$ cat config.mk
export PLATFORM = sky130hd
export DESIGN_NAME = fp_divider
export DESIGN_NICKNAME = d
export VERILOG_FILES = /design/src/rtl/fp_divider.sv
export SDC_FILE = /design/constraint.sdc
export NUM_CORES = 1
export LEC_CHECK = 0
export ABC_AREA = 1
export CORE_UTILIZATION = 45
export DETAILED_ROUTE_END_ITERATION = 8
export MAX_ROUTING_LAYER = met4
export PLACE_DENSITY = 0.67
export SYNTH_ARGS = -nofsm -noshare
export SYNTH_HDL_FRONTEND = slang
export SYNTH_SLANG_ARGS = --single-unit
export TNS_END_PERCENT = 5
$ cat constraint.sdc
create_clock -name int_clk -period 6.9 [get_ports int_clk]
set_input_delay 1.38 -clock int_clk [delete_from_list [all_inputs] [get_ports int_clk]]
set_output_delay 1.38 -clock int_clk [all_outputs]
set_load 0.05 [all_outputs]
$ cat src/rtl/fp_divider.sv
// fp_divider: iterative binary32 divider, Out = A / B.
// Restoring division, one quotient bit per cycle, then round to nearest-even.
module fp_divider #(
    parameter int QBITS = 26
) (
    input  logic        int_clk,
    input  logic        reset,
    input  logic        start,
    input  logic [31:0] A,
    input  logic [31:0] B,
    output logic [31:0] Out,
    output logic        busy,
    output logic        done,
    output logic        div_by_zero
);

    localparam int CW = $clog2(QBITS);
    localparam logic [CW-1:0] LAST = CW'(QBITS - 1);

    typedef enum logic [1:0] {IDLE, PREP, DIVIDE, ROUND} state_t;

    state_t            state;
    logic [31:0]       a_q, b_q;
    logic [24:0]       rem;
    logic [23:0]       mb;
    logic [QBITS-1:0]  quo;
    logic [CW-1:0]     cnt;
    logic signed [9:0] exp_q;
    logic              sign_q;

    // operand classification; exponent 0 means zero (denormals flushed)
    logic [7:0]  ea, eb;
    logic        sgn;
    logic        a_zero, b_zero, a_inf, b_inf, a_nan, b_nan;
    logic [23:0] ma_n, mb_n;
    logic        ma_lt;
    logic [24:0] ma_adj;
    logic signed [9:0] exp_n;

    assign ea     = a_q[30:23];
    assign eb     = b_q[30:23];
    assign sgn    = a_q[31] ^ b_q[31];
    assign a_zero = (ea == 8'd0);
    assign b_zero = (eb == 8'd0);
    assign a_inf  = (ea == 8'hff) && (a_q[22:0] == 23'd0);
    assign b_inf  = (eb == 8'hff) && (b_q[22:0] == 23'd0);
    assign a_nan  = (ea == 8'hff) && (a_q[22:0] != 23'd0);
    assign b_nan  = (eb == 8'hff) && (b_q[22:0] != 23'd0);
    assign ma_n   = {1'b1, a_q[22:0]};
    assign mb_n   = {1'b1, b_q[22:0]};
    assign ma_lt  = (ma_n < mb_n);
    assign ma_adj = ma_lt ? {ma_n, 1'b0} : {1'b0, ma_n};
    assign exp_n  = $signed({2'b00, ea}) - $signed({2'b00, eb})
                  + 10'sd127 - (ma_lt ? 10'sd1 : 10'sd0);

    // special-case result selection in priority order
    logic        spec_hit;
    logic        spec_dz;
    logic [31:0] spec_out;

    always_comb begin
        spec_hit = 1'b1;
        spec_dz  = 1'b0;
        spec_out = 32'h7fc00000;
        if (a_nan || b_nan) begin
            spec_out = 32'h7fc00000;
        end else if (a_zero && b_zero) begin
            spec_out = 32'h7fc00000;
        end else if (a_inf && b_inf) begin
            spec_out = 32'h7fc00000;
        end else if (a_inf) begin
            spec_out = {sgn, 8'hff, 23'd0};
        end else if (b_inf) begin
            spec_out = {sgn, 31'd0};
        end else if (b_zero) begin
            spec_out = {sgn, 8'hff, 23'd0};
            spec_dz  = 1'b1;
        end else if (a_zero) begin
            spec_out = {sgn, 31'd0};
        end else begin
            spec_hit = 1'b0;
        end
    end

    // one restoring-division step
    logic        rem_ge;
    logic [24:0] rem_sub;
    logic [24:0] rem_next;

    assign rem_ge   = (rem >= {1'b0, mb});
    assign rem_sub  = rem_ge ? (rem - {1'b0, mb}) : rem;
    assign rem_next = rem_sub << 1;

    // round to nearest-even using guard, round and sticky remainder
    logic        rnd_up;
    logic [24:0] mant;
    logic signed [9:0] exp_r;
    logic [22:0] frac_r;
    logic [31:0] round_out;

    always_comb begin
        rnd_up = quo[1] & (quo[0] | (rem != 25'd0) | quo[2]);
        mant   = {1'b0, quo[QBITS-1 -: 24]} + {24'd0, rnd_up};
        exp_r  = exp_q + (mant[24] ? 10'sd1 : 10'sd0);
        frac_r = mant[24] ? mant[23:1] : mant[22:0];
        if (exp_r >= 10'sd255) begin
            round_out = {sign_q, 8'hff, 23'd0};
        end else if (exp_r <= 10'sd0) begin
            round_out = {sign_q, 31'd0};
        end else begin
            round_out = {sign_q, exp_r[7:0], frac_r};
        end
    end

    // control FSM with registered outputs
    always_ff @(posedge int_clk or posedge reset) begin
        if (reset) begin
            state       <= IDLE;
            Out         <= '0;
            busy        <= 1'b0;
            done        <= 1'b0;
            div_by_zero <= 1'b0;
            a_q         <= '0;
            b_q         <= '0;
            rem         <= '0;
            mb          <= '0;
            quo         <= '0;
            cnt         <= '0;
            exp_q       <= '0;
            sign_q      <= 1'b0;
        end else begin
            done <= 1'b0;
            unique case (state)
                IDLE: begin
                    if (start) begin
                        a_q   <= A;
                        b_q   <= B;
                        busy  <= 1'b1;
                        state <= PREP;
                    end
                end
                PREP: begin
                    if (spec_hit) begin
                        Out         <= spec_out;
                        div_by_zero <= spec_dz;
                        done        <= 1'b1;
                        busy        <= 1'b0;
                        state       <= IDLE;
                    end else begin
                        rem    <= ma_adj;
                        mb     <= mb_n;
                        exp_q  <= exp_n;
                        sign_q <= sgn;
                        quo    <= '0;
                        cnt    <= '0;
                        state  <= DIVIDE;
                    end
                end
                DIVIDE: begin
                    quo <= {quo[QBITS-2:0], rem_ge};
                    rem <= rem_next;
                    cnt <= cnt + 1'b1;
                    if (cnt == LAST) begin
                        state <= ROUND;
                    end
                end
                ROUND: begin
                    Out         <= round_out;
                    div_by_zero <= 1'b0;
                    done        <= 1'b1;
                    busy        <= 1'b0;
                    state       <= IDLE;
                end
                default: state <= IDLE;
            endcase
        end
    end

endmodule

# After elaboration in Yosys (flattened, before gate mapping)

Index checks and enable logic that the tools add are counted.

Register bits after elaboration: 192
Input port bits: 67
Output and inout bits: 35

Add/subtract/negate cells: 7
$lt $le $gt $ge: 4
Equality and inequality tests: 10
Mux-type cells: 46
Bitwise operators: 5
Reduce and logical (&&, ||, !) cells: 24

Operator list:

| cell                                                                | count |
|---|---|
| 2-to-1 mux 32 bit                                                   | 8 |
| case mux 32 bit (2 select lines)                                    | 1 |
| 2-to-1 mux 31 bit                                                   | 2 |
| case mux 26 bit (2 select lines)                                    | 1 |
| 2-to-1 mux 25 bit                                                   | 2 |
| case mux 25 bit (2 select lines)                                    | 1 |
| logical NOT 23 bit                                                  | 2 |
| nonzero test 23 bit                                                 | 2 |
| 2-to-1 mux 26 bit                                                   | 1 |
| adder 24 x 1 -> 25 bit                                              | 1 |
| greater-or-equal comparator 25 x 24 -> 1 bit                        | 1 |
| nonzero test 25 bit                                                 | 1 |
| less-than comparator 24 bit                                         | 1 |
| 2-to-1 mux 24 bit                                                   | 1 |
| subtractor 24 bit                                                   | 1 |
| 2-to-1 mux 23 bit                                                   | 1 |
| 2-to-1 mux 1 bit                                                    | 19 |
| equality test 8 bit (second input constant)                         | 2 |
| logical NOT 8 bit                                                   | 2 |
| adder 10 x 2 -> 10 bit                                              | 1 |
| adder 9 x 8 -> 10 bit (second input constant)                       | 1 |
| greater-or-equal comparator 10 x 9 -> 1 bit (second input constant) | 1 |
| less-or-equal comparator 10 x 1 -> 1 bit (second input constant)    | 1 |
| case mux 5 bit (2 select lines)                                     | 1 |
| other kinds (23)                                                    | 41 |

# Depth between registers and ports, before layout

Gate-level depths: netlist (run 1).

Depth after elaboration: 11
Gate-level depth with buffers: 26
Depth with buffers taken out: 25

# Least setup slack after synthesis (run 1)

Ideal clock, no wire load.

Path type: reg2reg
Start: register quo[1]
End: register Out[23]
Setup time: 118 ps
Arrival time: 3,034 ps
Setup slack: 3,748 ps
Cell stages (with the launch flop): 25
Clock period less this slack: 3,152 ps
Cells stage by stage: dfrtp_1 > nand2_1 > inv_1 > ha_1 > nand2_1 > nor3_2 > nand2_1 > nor2_1 > nand4_1 > nor2_1 > nand3_1 > inv_1 > ha_1 > ha_1 > nand3_2 > nor2_1 > nand3_1 > nand2_2 > inv_1 > nand3_2 > nand2_2 > nand2_1 > nand2_1 > nor2_1 > nor2_1

Cells in the longest elaborated chain, start to end: 8
Elaborated cells between the ends (all ways): 9
Those cells by class: add/sub: 2; order compare: 2; mux: 4; bitwise: 1

Ends and longest elaborated chain:

| what                                     | RTL line | text |
|---|---|---|
| start, declared                          | 26       | `logic [QBITS-1:0] quo;` |
| start signal, assigned                   | 160      | `quo <= {quo[QBITS-2:0], rem_ge};` |
| bitwise AND 1 bit (*)                    | 102      | `rnd_up = quo[1] & (quo[0] \| (rem != 25'd0) \| quo[2]);` |
| adder 24 x 1 -> 25 bit (*)               | 103      | `mant = {1'b0, quo[QBITS-1 -: 24]} + {24'd0, rnd_up};` |
| 2-to-1 mux 1 bit (*)                     | 104      | `exp_r = exp_q + (mant[24] ? 10'sd1 : 10'sd0);` |
| adder 10 x 2 -> 10 bit (*)               | 104      |  |
| less-or-equal comparator 10 x 1 -> 1 bit | 108      | `end else if (exp_r <= 10'sd0) begin` |
| 2-to-1 mux 31 bit                        | 108      |  |
| 2-to-1 mux 31 bit (*)                    | 106      | `if (exp_r >= 10'sd255) begin` |
| case mux 32 bit (2 select lines) (*)     | 133      | `unique case (state)` |
| end signal, assigned                     | 144      | `Out <= spec_out;` |
| end signal, assigned                     | 168      | `Out <= round_out;` |
| end, declared                            | 11       | `output logic [31:0] Out,` |

Every way passes the cells marked *; elsewhere a longest branch is shown, timed or not.
A chain may end at the register's enable or synchronous reset.

# Final worst setup path (run 1)

Start: register b_q[9]
End: register exp_q[9]

Cells in the longest elaborated chain, start to end: 9
Elaborated cells between the ends (all ways): 16
Those cells by class: add/sub: 1; order compare: 1; mux: 6; bitwise: 1; reduce/logical: 7

Ends and longest elaborated chain:

| what                                                                                | RTL line | text |
|---|---|---|
| start, declared                                                                     | 23       | `logic [31:0] a_q, b_q;` |
| start signal, assigned                                                              | 124      | `b_q <= '0;` |
| start signal, assigned                                                              | 137      | `b_q <= B;` |
| parallel branches: the longest is 9 deep, another holds less-than comparator 24 bit | n/a      |  |
| end signal, assigned                                                                | 152      | `exp_q <= exp_n;` |
| end, declared                                                                       | 28       | `logic signed [9:0] exp_q;` |

Several ways; the timed one is not identified.

==> impl_metrics.sql, run 1 <==
INSERT INTO impl_metrics (metric_group, metric, value, unit) VALUES
('route', 'wl_per_cell', '14.8', 'um'),
('cells_and_area', 'layout.cells.most_common', 'sky130_fd_sc_hd__nand2_1', ''),
('global_routing', 'number_of_global_route_vias_before_repair', '11100', ''),
('pwr', 'ir_drop', '0.517', 'mV'),
('cells_and_area', 'antennaDiodeCount', '0', ''),
('timing', 'grt_setup_unrepaired', 'false', ''),
('floorplan', 'design.die.area', '28500', 'um^2'),
('clock_network', 'tritoncts_num_sinks', '192', ''),
('global_routing', 'groute.layer.met2.usage', '38.9', '%'),
('pwr', 'power.share.clock', '12.2', '%'),
('route', 'number_of_drc_markers_in_iteration_0', '804', ''),
('timing', 'clock-skew-final', '23.4', 'ps'),
('clock_network', 'cts.root.buffer_cell', 'sky130_fd_sc_hd__clkbuf_16', ''),
('clock_network', 'cts-root-to-sink-buffers', '2', ''),
('placement', 'placed_cells_incl_taps', '2180', ''),
('cells_and_area', 'area.growth.synth_to_final', '14.4', '%'),
('global_routing', 'grtUsageMet1', '34.1', '%'),
('placement', 'port_buffers', '101', ''),
('clock_network', 'cts_hold_buffers', '0', ''),
('pwr', 'internal-power', '3.85', 'mW'),
('global_routing', 'globalRouteOverflowTotal', '0', ''),
('logic_synthesis', 'synth_area_leaders', 'sky130_fd_sc_hd__dfrtp_1 38%, sky130_fd_sc_hd__nand2_1 15%, sky130_fd_sc_hd__inv_1 7.3%', ''),
('logic_synthesis', 'synth_top_area_cell', 'sky130_fd_sc_hd__dfrtp_1', ''),
('setup_path', 'critPathArrivalTime', '4970', 'ps'),
('floorplan', 'io_count', '102', ''),
('clock_network', 'clk_transition_reported_paths', '80', 'ps'),
('logic_synthesis', 'synth.net_count', '1894', ''),
('logic_synthesis', 'netlist.area_leader.share', '38.3', '%'),
('timing', 'setup_total_negative_slack', '0', 'ps'),
('job', 'drv_cap', '0', ''),
('outcome', 'run_status', 'finished, final reports clean', ''),
('logic_synthesis', 'ys_warnings', '0', ''),
('global_routing', 'globalRouteTotalUtil', '24.8', '%'),
('cells_and_area', 'share_of_final_layout_standard_cells_stronger_than_drive_strength_1', '4.73', '%'),
('pwr', 'power.switching_fraction', '51.9', '%'),
('route', 'detailed_route_vias_per_instance', '5.16', ''),
('clock_network', 'clk_latency_worst_skew_pair', '450', 'ps'),
('setup_path', 'setup_crit_path_kind', 'reg -> reg', ''),
('timing', 'setup-violations-final', '0', ''),
('logic_synthesis', 'postSynthRegisterBits', '192', ''),
('floorplan', 'floorplan.core_area', '27200', 'um^2'),
('global_routing', 'globalRoute.busiestLayer', 'met2', ''),
('route', 'detailedRoute.firstPassIterationCount', '6', ''),
('setup_path', 'worst_path_largest_cell_delay', '740', 'ps'),
('pwr', 'share_seq_of_total_power', '23.6', '%'),
('logic_synthesis', 'syn_inst', '1757', ''),
('cells_and_area', 'layout.area.seq', '4800', 'um^2'),
('setup_path', 'critPathLaunchType', 'flop', ''),
('logic_synthesis', 'seq_area_frac_synth', '38.3', '%'),
('route', 'postRouteWirelength', '32.8', 'mm'),
('clock_network', 'tritoncts', 'yes', ''),
('global_routing', 'antenna_found_initial', '0', ''),
('placement', 'detailedPlace.worstSlack', '2360', 'ps'),
('timing', 'timing_hold_violations_final', '0', ''),
('timing', 'fin_crit_sh', '66.7', '%'),
('global_routing', 'grt_max_degree', '148', ''),
('timing', 'worst_slew_margin_rel', '29.8', '%'),
('route', 'detailroute.via_count', '11400', ''),
('floorplan', 'initial_standard_cell_utilization_of_the_core', '46.1', '%'),
('timing', 'final_critical_path_setup_slack', '2300', 'ps'),
('setup_path', 'critical_path_required', '7270', 'ps'),
('setup_path', 'critPathCaptureType', 'flop', ''),
('clock_network', 'cts_buffer_count', '17', ''),
('cells_and_area', 'final_cells', '2212', ''),
('clock_network', 'ctsHtreeMaxLevel', '4', ''),
('timing', 'period_minus_slack', '4600', 'ps'),
('setup_path', 'critPathSlowestCell', 'sky130_fd_sc_hd__a21oi_2', ''),
('cells_and_area', 'layout_common_cells', '486 x sky130_fd_sc_hd__nand2_1, 243 x sky130_fd_sc_hd__inv_1, 192 x sky130_fd_sc_hd__dfrtp_1', ''),
('global_routing', 'grt_first_pass_wirelength', '55.1', 'mm'),
('cells_and_area', 'fillerInstances', '2720', ''),
('logic_synthesis', 'yosys.cell_types.count', '42', '');
==> cell type report <==
class | instances | share of cell area [%]
multi-input cells | 1252 | 45.1
flip-flops and latches | 192 | 33.5
repair buffers | 108 | 7.41
inverters | 256 | 6.75
well taps | 372 | 3.24
clock buffers | 18 | 2.99
clock inverters | 14 | 0.986
==> worst paths after layout <==
check                      slack, ps  endpoint  cells past startpoint    from
max                             2300  exp_q[9]                     20  b_q[9]
min                              470    mb[23]                      2  mb[23]
max reg2reg                     2300  exp_q[9]                     20  b_q[9]
min reg2reg                      470    mb[23]                      2  mb[23]
max in group asynchronous       4050    a_q[5]                      3   reset
min in group asynchronous       1540   Out[18]                      2   reset
==> logic make-up after synthesis <==
group                      Yosys count  synth area share, %
and+or+nand+nor                    923                 31.9
DFF                                192                 38.3
adders and majority gates           70                 7.16
xor gates and xnor gates            45                 3.14
AOI/OAI and AO/OA                  210                 8.99
muxes                                4                0.359
buffers and inverters              313                 10.2
==> synthesized netlist by cell type <==
cell / count
sky130_fd_sc_hd__nor3_2: 3
sky130_fd_sc_hd__nor2_2: 5
sky130_fd_sc_hd__nand4_2: 1
sky130_fd_sc_hd__nand2_4: 1
sky130_fd_sc_hd__inv_1: 244
sky130_fd_sc_hd__o21bai_1: 5
sky130_fd_sc_hd__buf_4: 6
sky130_fd_sc_hd__a21oi_1: 104
sky130_fd_sc_hd__a21oi_4: 1
sky130_fd_sc_hd__o21ai_0: 59
sky130_fd_sc_hd__nand2_2: 6
sky130_fd_sc_hd__o21a_1: 2
sky130_fd_sc_hd__nor3_1: 22
sky130_fd_sc_hd__nor2_4: 3
sky130_fd_sc_hd__ha_1: 67
sky130_fd_sc_hd__nand4_1: 50
sky130_fd_sc_hd__dfrtp_1: 192
sky130_fd_sc_hd__o31ai_1: 1
sky130_fd_sc_hd__xor2_1: 31
sky130_fd_sc_hd__o21ai_1: 7
sky130_fd_sc_hd__fa_1: 3
sky130_fd_sc_hd__nand3b_1: 6
sky130_fd_sc_hd__nor2_1: 171
sky130_fd_sc_hd__nand4_4: 1
sky130_fd_sc_hd__buf_2: 17
sky130_fd_sc_hd__nor4_1: 1
sky130_fd_sc_hd__nand3_2: 5
sky130_fd_sc_hd__o22ai_1: 28
sky130_fd_sc_hd__inv_2: 12
sky130_fd_sc_hd__nand3_4: 1
sky130_fd_sc_hd__mux2_2: 4
sky130_fd_sc_hd__a21o_1: 1
sky130_fd_sc_hd__and3_1: 1
sky130_fd_sc_hd__xnor2_1: 14
sky130_fd_sc_hd__or2_2: 2
sky130_fd_sc_hd__buf_6: 7
sky130_fd_sc_hd__nand3_1: 157
sky130_fd_sc_hd__or2_0: 1
sky130_fd_sc_hd__nand2_1: 486
sky130_fd_sc_hd__clkbuf_4: 1
sky130_fd_sc_hd__clkbuf_1: 26
sky130_fd_sc_hd__a21oi_2: 2
==> power by group through the flow <==
stage | Combinational, mW | Clock, mW | Sequential, mW
after floorplan | 3.83 | 0 | 1.95
after global placement | 5.02 | 0 | 1.88
after detailed placement | 5.09 | 0 | 1.90
after CTS | 5.12 | 1.00 | 1.88
after global routing | 5.85 | 1.04 | 1.94
final | 5.13 | 0.978 | 1.89
==> metrics by stage <==
step                      area [um^2]  hold slack, ps
final                           14300             470
after CTS                       14300             474
after global placement          13800             456
after detailed placement        13800             459
after global routing            14300             489
after floorplan                 12500             425
==> registers in the layout (all words and copies together), names as in the netlist, 5 cells and up, named ones only <==
signal and flops:
Out 32, a_q 32, b_q 32, quo 26, rem 25, mb 24
exp_q 10, cnt 5
==> routing by layer <==
layer / part of all wire (%) / vias to the layer above
met2: 45 / 263
met5: 0 / -
li1: - / 5769
met4: 1.3 / 0
met1: 49 / 5343
met3: 4.0 / 38
==> worst max-delay path, delay by kind of cell (launching register included) <==
kind	cells	cell delay, ps
AND/OR/NAND/NOR	8	1220
buffers and inverters	1	100
flip-flops	1	390
adder cells (fa/ha/maj)	4	1290
AO/OA/AOI/OAI	7	1490
Power figures use the tool's default switching activity.
==> run 2: changes to the inputs <==
Settings changed: PLACE_DENSITY 0.67 to unset.
Clock period 6.9 ns to 4.8 ns, I/O delays scaled along.
==> run 2 against run 1 <==
Routed wire length up 3.7%. Register-to-register slack worse by 1400 ps. Global-route usage up 1.0 points. Maximum frequency up 19%. Clock skew down 1.0 ps. Total power up 46%. Flip-flop and latch count unchanged. Cell count up 0.32%. Clock power up 54%. Worst setup slack worse by 1400 ps. Critical path depth up 2. Count of clock-buffer cells in the layout down 1. Largest cell class unchanged.
==> impl_metrics.sql, run 2 (synthesized netlist as in run 1, its figures left out) <==
INSERT INTO impl_metrics (metric_group, metric, value, unit) VALUES
('placement', 'final_hpwl_dp', '25.5', 'mm'),
('clock_network', 'post_cts.resized_instances', '0', ''),
('floorplan', 'design.die.area', '28500', 'um^2'),
('timing', 'fin_crit_sh', '80.8', '%'),
('route', 'number_of_drc_markers_in_iteration_0', '837', ''),
('global_routing', 'grtUsageMet1', '37.2', '%'),
('floorplan', 'floorplan.core_area', '27200', 'um^2'),
('global_routing', 'number_of_global_route_vias_before_repair', '10900', ''),
('setup_path', 'setup_crit_path_kind', 'reg -> reg', ''),
('placement', 'port_buffers', '101', ''),
('floorplan', 'fp.dieW', '169', 'um'),
('setup_path', 'crit_path_max_fanout', '13', ''),
('pwr', 'finalPower', '11.7', 'mW'),
('global_routing', 'grt_first_pass_wirelength', '56.6', 'mm'),
('min_path', 'hp-class', 'reg -> reg', ''),
('floorplan', 'initial_standard_cell_utilization_of_the_core', '46.1', '%'),
('cells_and_area', 'finalInstanceArea', '14500', 'um^2'),
('setup_path', 'critPathArrivalTime', '4250', 'ps'),
('clock_network', 'cts-root-to-sink-buffers', '2', ''),
('job', 'drv_cap', '0', ''),
('timing', 'max_slew.worst_pin.slew', '773', 'ps'),
('cells_and_area', 'share_of_final_layout_standard_cells_stronger_than_drive_strength_1', '5.14', '%'),
('timing', 'worst_slew_margin_rel', '48.5', '%'),
('global_routing', 'globalRouteOverflowTotal', '0', ''),
('timing', 'achievable-frequency', '258', 'MHz'),
('setup_path', 'critical_path_required', '5170', 'ps'),
('route', 'route.detailed.drc', '0', ''),
('route', 'postRouteWirelength', '34.0', 'mm'),
('clock_network', 'cts_post_setup_buffers_inserted', '0', ''),
('pwr', 'ir_drop', '1.31', 'mV'),
('global_routing', 'antenna_found_initial', '0', ''),
('setup_path', 'critPathCaptureType', 'flop', ''),
('timing', 'grt_setup_unrepaired', 'false', ''),
('pwr', 'power_density', '805', 'nW/um^2'),
('cells_and_area', 'area.growth.synth_to_final', '15.4', '%'),
('cells_and_area', 'layout.cells.most_common', 'sky130_fd_sc_hd__nand2_1', ''),
('route', 'detailedRoute.firstPassIterationCount', '5', ''),
('floorplan', 'die_h', '169', 'um'),
('route', 'detailroute.via_count', '11400', ''),
('floorplan', 'rows', '60', ''),
('setup_path', 'reg2reg_from', 'quo[1]', ''),
('cells_and_area', 'layout.nets', '1971', ''),
('setup_path', 'critPathLaunchType', 'flop', ''),
('timing', 'setup_total_negative_slack', '0', 'ps'),
('clock_network', 'cts.root.buffer_cell', 'sky130_fd_sc_hd__clkbuf_16', ''),
('floorplan', 'io_count', '102', ''),
('placement', 'placement.cell_area', '13800', 'um^2'),
('clock_network', 'clk_transition_reported_paths', '80', 'ps'),
('clock_network', 'cts_hold_buffers', '0', ''),
('global_routing', 'groute.layer.met2.usage', '38.0', '%'),
('pwr', 'p_leak', '7.29', 'nW'),
('min_path', 'holdCritStartpoint', 'sign_q', ''),
('global_routing', 'grt_max_degree', '89', ''),
('route', 'wl_per_cell', '15.3', 'um'),
('cells_and_area', 'antennaDiodeCount', '0', ''),
('outcome', 'run_status', 'finished, final reports clean', ''),
('clock_network', 'tritoncts', 'yes', ''),
('route', 'detailed_route_vias_per_instance', '5.12', ''),
('setup_path', 'regToRegSetupSlack', '920', 'ps'),
('setup_path', 'worst_setup_path_startpoint', 'quo[1]', ''),
('timing', 'timing_hold_violations_final', '0', ''),
('global_routing', 'globalRoute.busiestLayer', 'met2', ''),
('timing', 'setup-violations-final', '0', ''),
('cells_and_area', 'largest_registers', 'Out x32, a_q x32, b_q x32', ''),
('global_routing', 'globalRouteTotalUtil', '25.8', '%'),
('clock_network', 'ctsHtreeMaxLevel', '4', ''),
('clock_network', 'clk_latency_worst_skew_pair', '460', 'ps'),
('timing', 'clock-skew-final', '22.3', 'ps'),
('timing', 'period_minus_slack', '3880', 'ps'),
('clock_network', 'cts_buffer_count', '17', ''),
('route', 'antenna_violating_nets_post_route', '0', ''),
('timing', 'final_max_slew_viol_count', '0', ''),
('clock_network', 'tritoncts_num_sinks', '192', ''),
('cells_and_area', 'layout_common_cells', '486 x sky130_fd_sc_hd__nand2_1, 243 x sky130_fd_sc_hd__inv_1, 192 x sky130_fd_sc_hd__dfrtp_1', ''),
('global_routing', 'grt.met3_usage', '4.63', '%'),
('placement', 'gp_congestion', '0.938', '');
-- run 2: cell count changes in the layout (fill, tap and decap cells not counted), sizes merged --
cell	before	now
buf	7	14
clkinvlp	2	3
clkinv	3	5
clkbuf	18	17
inv	265	263
-- run 2: path summary, 6_finish.rpt --
| path | cells after the start | endpoint |
|---|---|---|
| max in group asynchronous | 3 | a_q[6] |
| worst min register to register | 2 | sign_q |
| worst min-delay path | 2 | sign_q |
| min in group asynchronous | 2 | Out[4] |
| worst max-delay path | 22 | Out[17] |
| worst max register to register | 22 | Out[17] |
-- run 2: per-layer routing --
| metal | wire (um) | up-vias |
|---|---|---|
| li1 | - | 5787 |
| met1 | 17300 | 5296 |
| met2 | 14700 | 262 |
| met3 | 1770 | 24 |
| met4 | 316 | 0 |
| met5 | 0 | - |
-- run 2: layout make-up --
type	instances	area (um^2)
repair buffers	115	1140
multi-input cells	1252	6470
well taps	372	465
inverters	256	965
flip-flops and latches	192	4800
clock buffers	17	425
fillers	2759	12700
clock inverters	15	196
-- run 2: through the flow --
step,utilization [%],setup slack (ps),instances,hold WS (ps)
final,53.3,922,2219,482
after global routing,53.3,401,2219,510
after CTS,53.3,933,2219,483
after detailed placement,51.0,932,2187,462
after global placement,51.0,1070,2187,460
after floorplan,-,1360,1757,425
-- run 2: power breakdown --
part	internal (mW)	switching [mW]	total [mW]
sequential	2.26	0.446	2.70
combinational	2.61	4.83	7.44
clock	0.724	0.791	1.51
-- run 2: worst max-delay path, cell delays in order (launching register included) --
cell and delay, ps:
sky130_fd_sc_hd__dfrtp_1 370, sky130_fd_sc_hd__nand2_1 70, sky130_fd_sc_hd__inv_1 90, sky130_fd_sc_hd__ha_1 190
sky130_fd_sc_hd__nand2_1 110, sky130_fd_sc_hd__nor3_2 310, sky130_fd_sc_hd__nand2_1 120, sky130_fd_sc_hd__nor2_1 230
sky130_fd_sc_hd__nand4_1 150, sky130_fd_sc_hd__nor2_1 110, sky130_fd_sc_hd__nand3_1 130, sky130_fd_sc_hd__inv_1 120
sky130_fd_sc_hd__ha_1 260, sky130_fd_sc_hd__ha_1 240, sky130_fd_sc_hd__nand3_2 120, sky130_fd_sc_hd__nor2_1 170
sky130_fd_sc_hd__xor2_1 150, sky130_fd_sc_hd__inv_1 130, sky130_fd_sc_hd__nand3_4 150, sky130_fd_sc_hd__nand2_2 80
sky130_fd_sc_hd__nor2_4 290, sky130_fd_sc_hd__nand2_1 80, sky130_fd_sc_hd__o21ai_0 150
==> run 3: changes to the inputs <==
Clock period 4.8 ns to 4 ns, I/O delays scaled along.
==> run 3 against run 2 <==
Flip-flop and latch count did not move. Count of clock-buffer cells in the layout rose by 2. Clock skew fell by 4.1 ps. Total power rose by 21%. First-iteration DRC count rose by 16%. Worst setup slack got worse by 460 ps. Sequential share of layout area fell by 0.19 points. Largest power group unchanged.
==> impl_metrics.sql, run 3 (synthesized netlist as in run 1, its figures left out) <==
INSERT INTO impl_metrics (metric_group, metric, value, unit) VALUES
('outcome', 'run_status', 'finished, final reports clean', ''),
('cells_and_area', 'final_core_util', '53.5', '%'),
('route', 'wl_per_cell', '15.4', 'um'),
('global_routing', 'groute.layer.met2.usage', '38.2', '%'),
('route', 'detailed_route_vias_per_instance', '5.10', ''),
('setup_path', 'critPathSlowestCell', 'sky130_fd_sc_hd__dfrtp_1', ''),
('clock_network', 'clk_latency_worst_skew_pair', '450', 'ps'),
('clock_network', 'ctsHtreeMaxLevel', '4', ''),
('global_routing', 'grt_first_pass_wirelength', '56.9', 'mm'),
('setup_path', 'reg2reg_from', 'quo[1]', ''),
('timing', 'fin_crit_sh', '88.3', '%'),
('setup_path', 'regToRegEndpoint', 'Out[26]', ''),
('floorplan', 'floorplan.core_area', '27200', 'um^2'),
('timing', 'grt_setup_unrepaired', 'false', ''),
('clock_network', 'cts_buffer_count', '17', ''),
('cells_and_area', 'layout_common_cells', '486 x sky130_fd_sc_hd__nand2_1, 243 x sky130_fd_sc_hd__inv_1, 192 x sky130_fd_sc_hd__dfrtp_1', ''),
('cells_and_area', 'layout.nets', '1978', ''),
('timing', 'clock-skew-final', '18.3', 'ps'),
('timing', 'achievable-frequency', '283', 'MHz'),
('global_routing', 'globalRouteTotalUtil', '26.0', '%'),
('timing', 'max_slew.worst_pin.slew', '851', 'ps'),
('floorplan', 'initial_standard_cell_utilization_of_the_core', '46.1', '%'),
('floorplan', 'die_h', '169', 'um'),
('floorplan', 'fp.dieW', '169', 'um'),
('floorplan', 'io_count', '102', ''),
('clock_network', 'tritoncts_num_sinks', '192', ''),
('cells_and_area', 'area.growth.synth_to_final', '16.0', '%'),
('setup_path', 'r2r.worst_path.cells', '24', ''),
('setup_path', 'worst_path_largest_cell_delay', '370', 'ps'),
('clock_network', 'cts.root.buffer_cell', 'sky130_fd_sc_hd__clkbuf_16', ''),
('route', 'detailroute.via_count', '11400', ''),
('setup_path', 'crit_path_max_fanout', '8', ''),
('global_routing', 'grt_max_degree', '77', ''),
('setup_path', 'regToRegSetupSlack', '470', 'ps'),
('timing', 'timing_hold_violations_final', '0', ''),
('clock_network', 'cts_hold_buffers', '0', ''),
('cells_and_area', 'largest_registers', 'Out x32, a_q x32, b_q x32', ''),
('route', 'number_of_drc_markers_in_iteration_0', '970', ''),
('cells_and_area', 'antennaDiodeCount', '0', ''),
('global_routing', 'grt.met3_usage', '4.47', '%'),
('route', 'detailedRoute.firstPassIterationCount', '5', ''),
('floorplan', 'rows', '60', ''),
('setup_path', 'critical_path_required', '4340', 'ps'),
('timing', 'setup-violations-final', '0', ''),
('placement', 'gp_congestion', '0.956', ''),
('min_path', 'holdCritStartpoint', 'div_by_zero', ''),
('route', 'route.detailed.drc', '0', ''),
('route', 'postRouteWirelength', '34.3', 'mm'),
('placement', 'final_hpwl_dp', '26.1', 'mm'),
('setup_path', 'critPathLaunchType', 'flop', ''),
('placement', 'port_buffers', '101', ''),
('clock_network', 'tritoncts', 'yes', ''),
('timing', 'worst_slew_margin_rel', '43.2', '%'),
('clock_network', 'clk_transition_reported_paths', '70', 'ps'),
('pwr', 'finalPower', '14.1', 'mW'),
('min_path', 'hold_path_end', 'div_by_zero', ''),
('timing', 'finalHoldWorstSlack', '472', 'ps'),
('setup_path', 'timing.critical_path.cells', 'nand2_1, inv_1, ha_1, nand2_1, nor3_2, nand2_1, nor2_2, nand4_1, nor2_1, nand3_1, inv_1, ha_2, ha_1, nand3_2, nor2_1, nand3_1, nand2_2, inv_1, nand3_2, nand2_2, nand2_1, nand2_1, nor2_1, nor2_1', ''),
('timing', 'setup_total_negative_slack', '0', 'ps'),
('setup_path', 'critPathCaptureType', 'flop', ''),
('timing', 'period_minus_slack', '3530', 'ps'),
('cells_and_area', 'layout.cells.most_common', 'sky130_fd_sc_hd__nand2_1', ''),
('pwr', 'p_leak', '7.34', 'nW'),
('global_routing', 'antenna_found_initial', '0', ''),
('pwr', 'power_density', '966', 'nW/um^2'),
('clock_network', 'cts-root-to-sink-buffers', '2', ''),
('pwr', 'ir_drop', '1.22', 'mV'),
('global_routing', 'globalRoute.busiestLayer', 'met2', ''),
('global_routing', 'globalRouteOverflowTotal', '0', ''),
('setup_path', 'critPathArrivalTime', '3870', 'ps'),
('global_routing', 'number_of_global_route_vias_before_repair', '10900', ''),
('job', 'drv_cap', '0', ''),
('setup_path', 'crit_top_cell', 'sky130_fd_sc_hd__nand2_1', ''),
('min_path', 'worst_hold_stages', '2', ''),
('floorplan', 'design.die.area', '28500', 'um^2'),
('global_routing', 'grtUsageMet1', '37.4', '%'),
('timing', 'final_max_slew_viol_count', '0', ''),
('route', 'antenna_violating_nets_post_route', '0', ''),
('cells_and_area', 'share_of_final_layout_standard_cells_stronger_than_drive_strength_1', '5.61', '%'),
('setup_path', 'setup_crit_path_kind', 'reg -> reg', ''),
('min_path', 'hp-class', 'reg -> reg', '');
==> run 3: cell count changes in the layout (fill, tap and decap cells not counted), moves of 2 or more <==
cell / previous run / this run
sky130_fd_sc_hd__clkbuf_8: 0 / 2
sky130_fd_sc_hd__inv_6: 0 / 4
sky130_fd_sc_hd__bufinv_16: 0 / 2
sky130_fd_sc_hd__inv_12: 5 / 0
sky130_fd_sc_hd__buf_4: 12 / 17
sky130_fd_sc_hd__clkinv_8: 3 / 1
sky130_fd_sc_hd__buf_12: 2 / 4
==> run 3: layer usage <==
metal / share of wire, % / vias to the layer above
met5: 0 / -
met3: 4.5 / 28
met2: 43 / 256
li1: - / 5798
met4: 1.3 / 0
met1: 51 / 5277
==> run 3: final cells by class <==
cell class | instances | area, um^2
multi-input combinational | 1252 | 6480
fill | 2768 | 12600
inverter | 256 | 965
timing repair buffer | 122 | 1220
clock inverter | 13 | 168
clock buffer | 19 | 453
sequential | 192 | 4800
tap | 372 | 465
==> run 3: worst max-delay path by stage <==
stage / start / end / slack (ps) / cells past startpoint
after floorplan: reset / Out[0] / 720 / 1
after global placement: quo[1] / Out[17] / 420 / 22
after detailed placement: quo[1] / Out[17] / 340 / 22
after CTS: quo[1] / Out[17] / 320 / 22
after global routing: quo[1] / Out[29] / 10 / 25
final: quo[1] / Out[26] / 470 / 24
==> run 3: critical path, delay by kind of cell, from the launching register on <==
kind	cells	cell delay, ps
fa+ha+maj	3	630
buf+inv	3	290
flops	1	370
simple gates	18	2130
==> run 3: timing repair <==
| item | 4_1_cts | 5_1_grt |
|---|---|---|
| buffers inserted | 0 | 1 |
| resized for setup | 0 | 2 |
| setup endpoints to repair | 0 | 21 |
| hold endpoints to repair | 0 | 0 |
==> run 3: metrics by stage <==
step	worst slack [ps]	instance area (um^2)	instances
6_report	466	14600	2226
5_1_grt	11.0	14600	2226
4_1_cts	319	14500	2225
3_5_place_dp	338	13900	2193
3_3_place_gp	419	13900	2193
2_1_floorplan	724	12500	1757
==> run 3: where the power goes <==
group	leakage [nW]	switching (mW)	total (mW)	internal (mW)
Sequential	2.32	0.542	3.25	2.71
Combinational	4.72	5.81	8.97	3.16
Clock	0.302	0.855	1.84	0.982
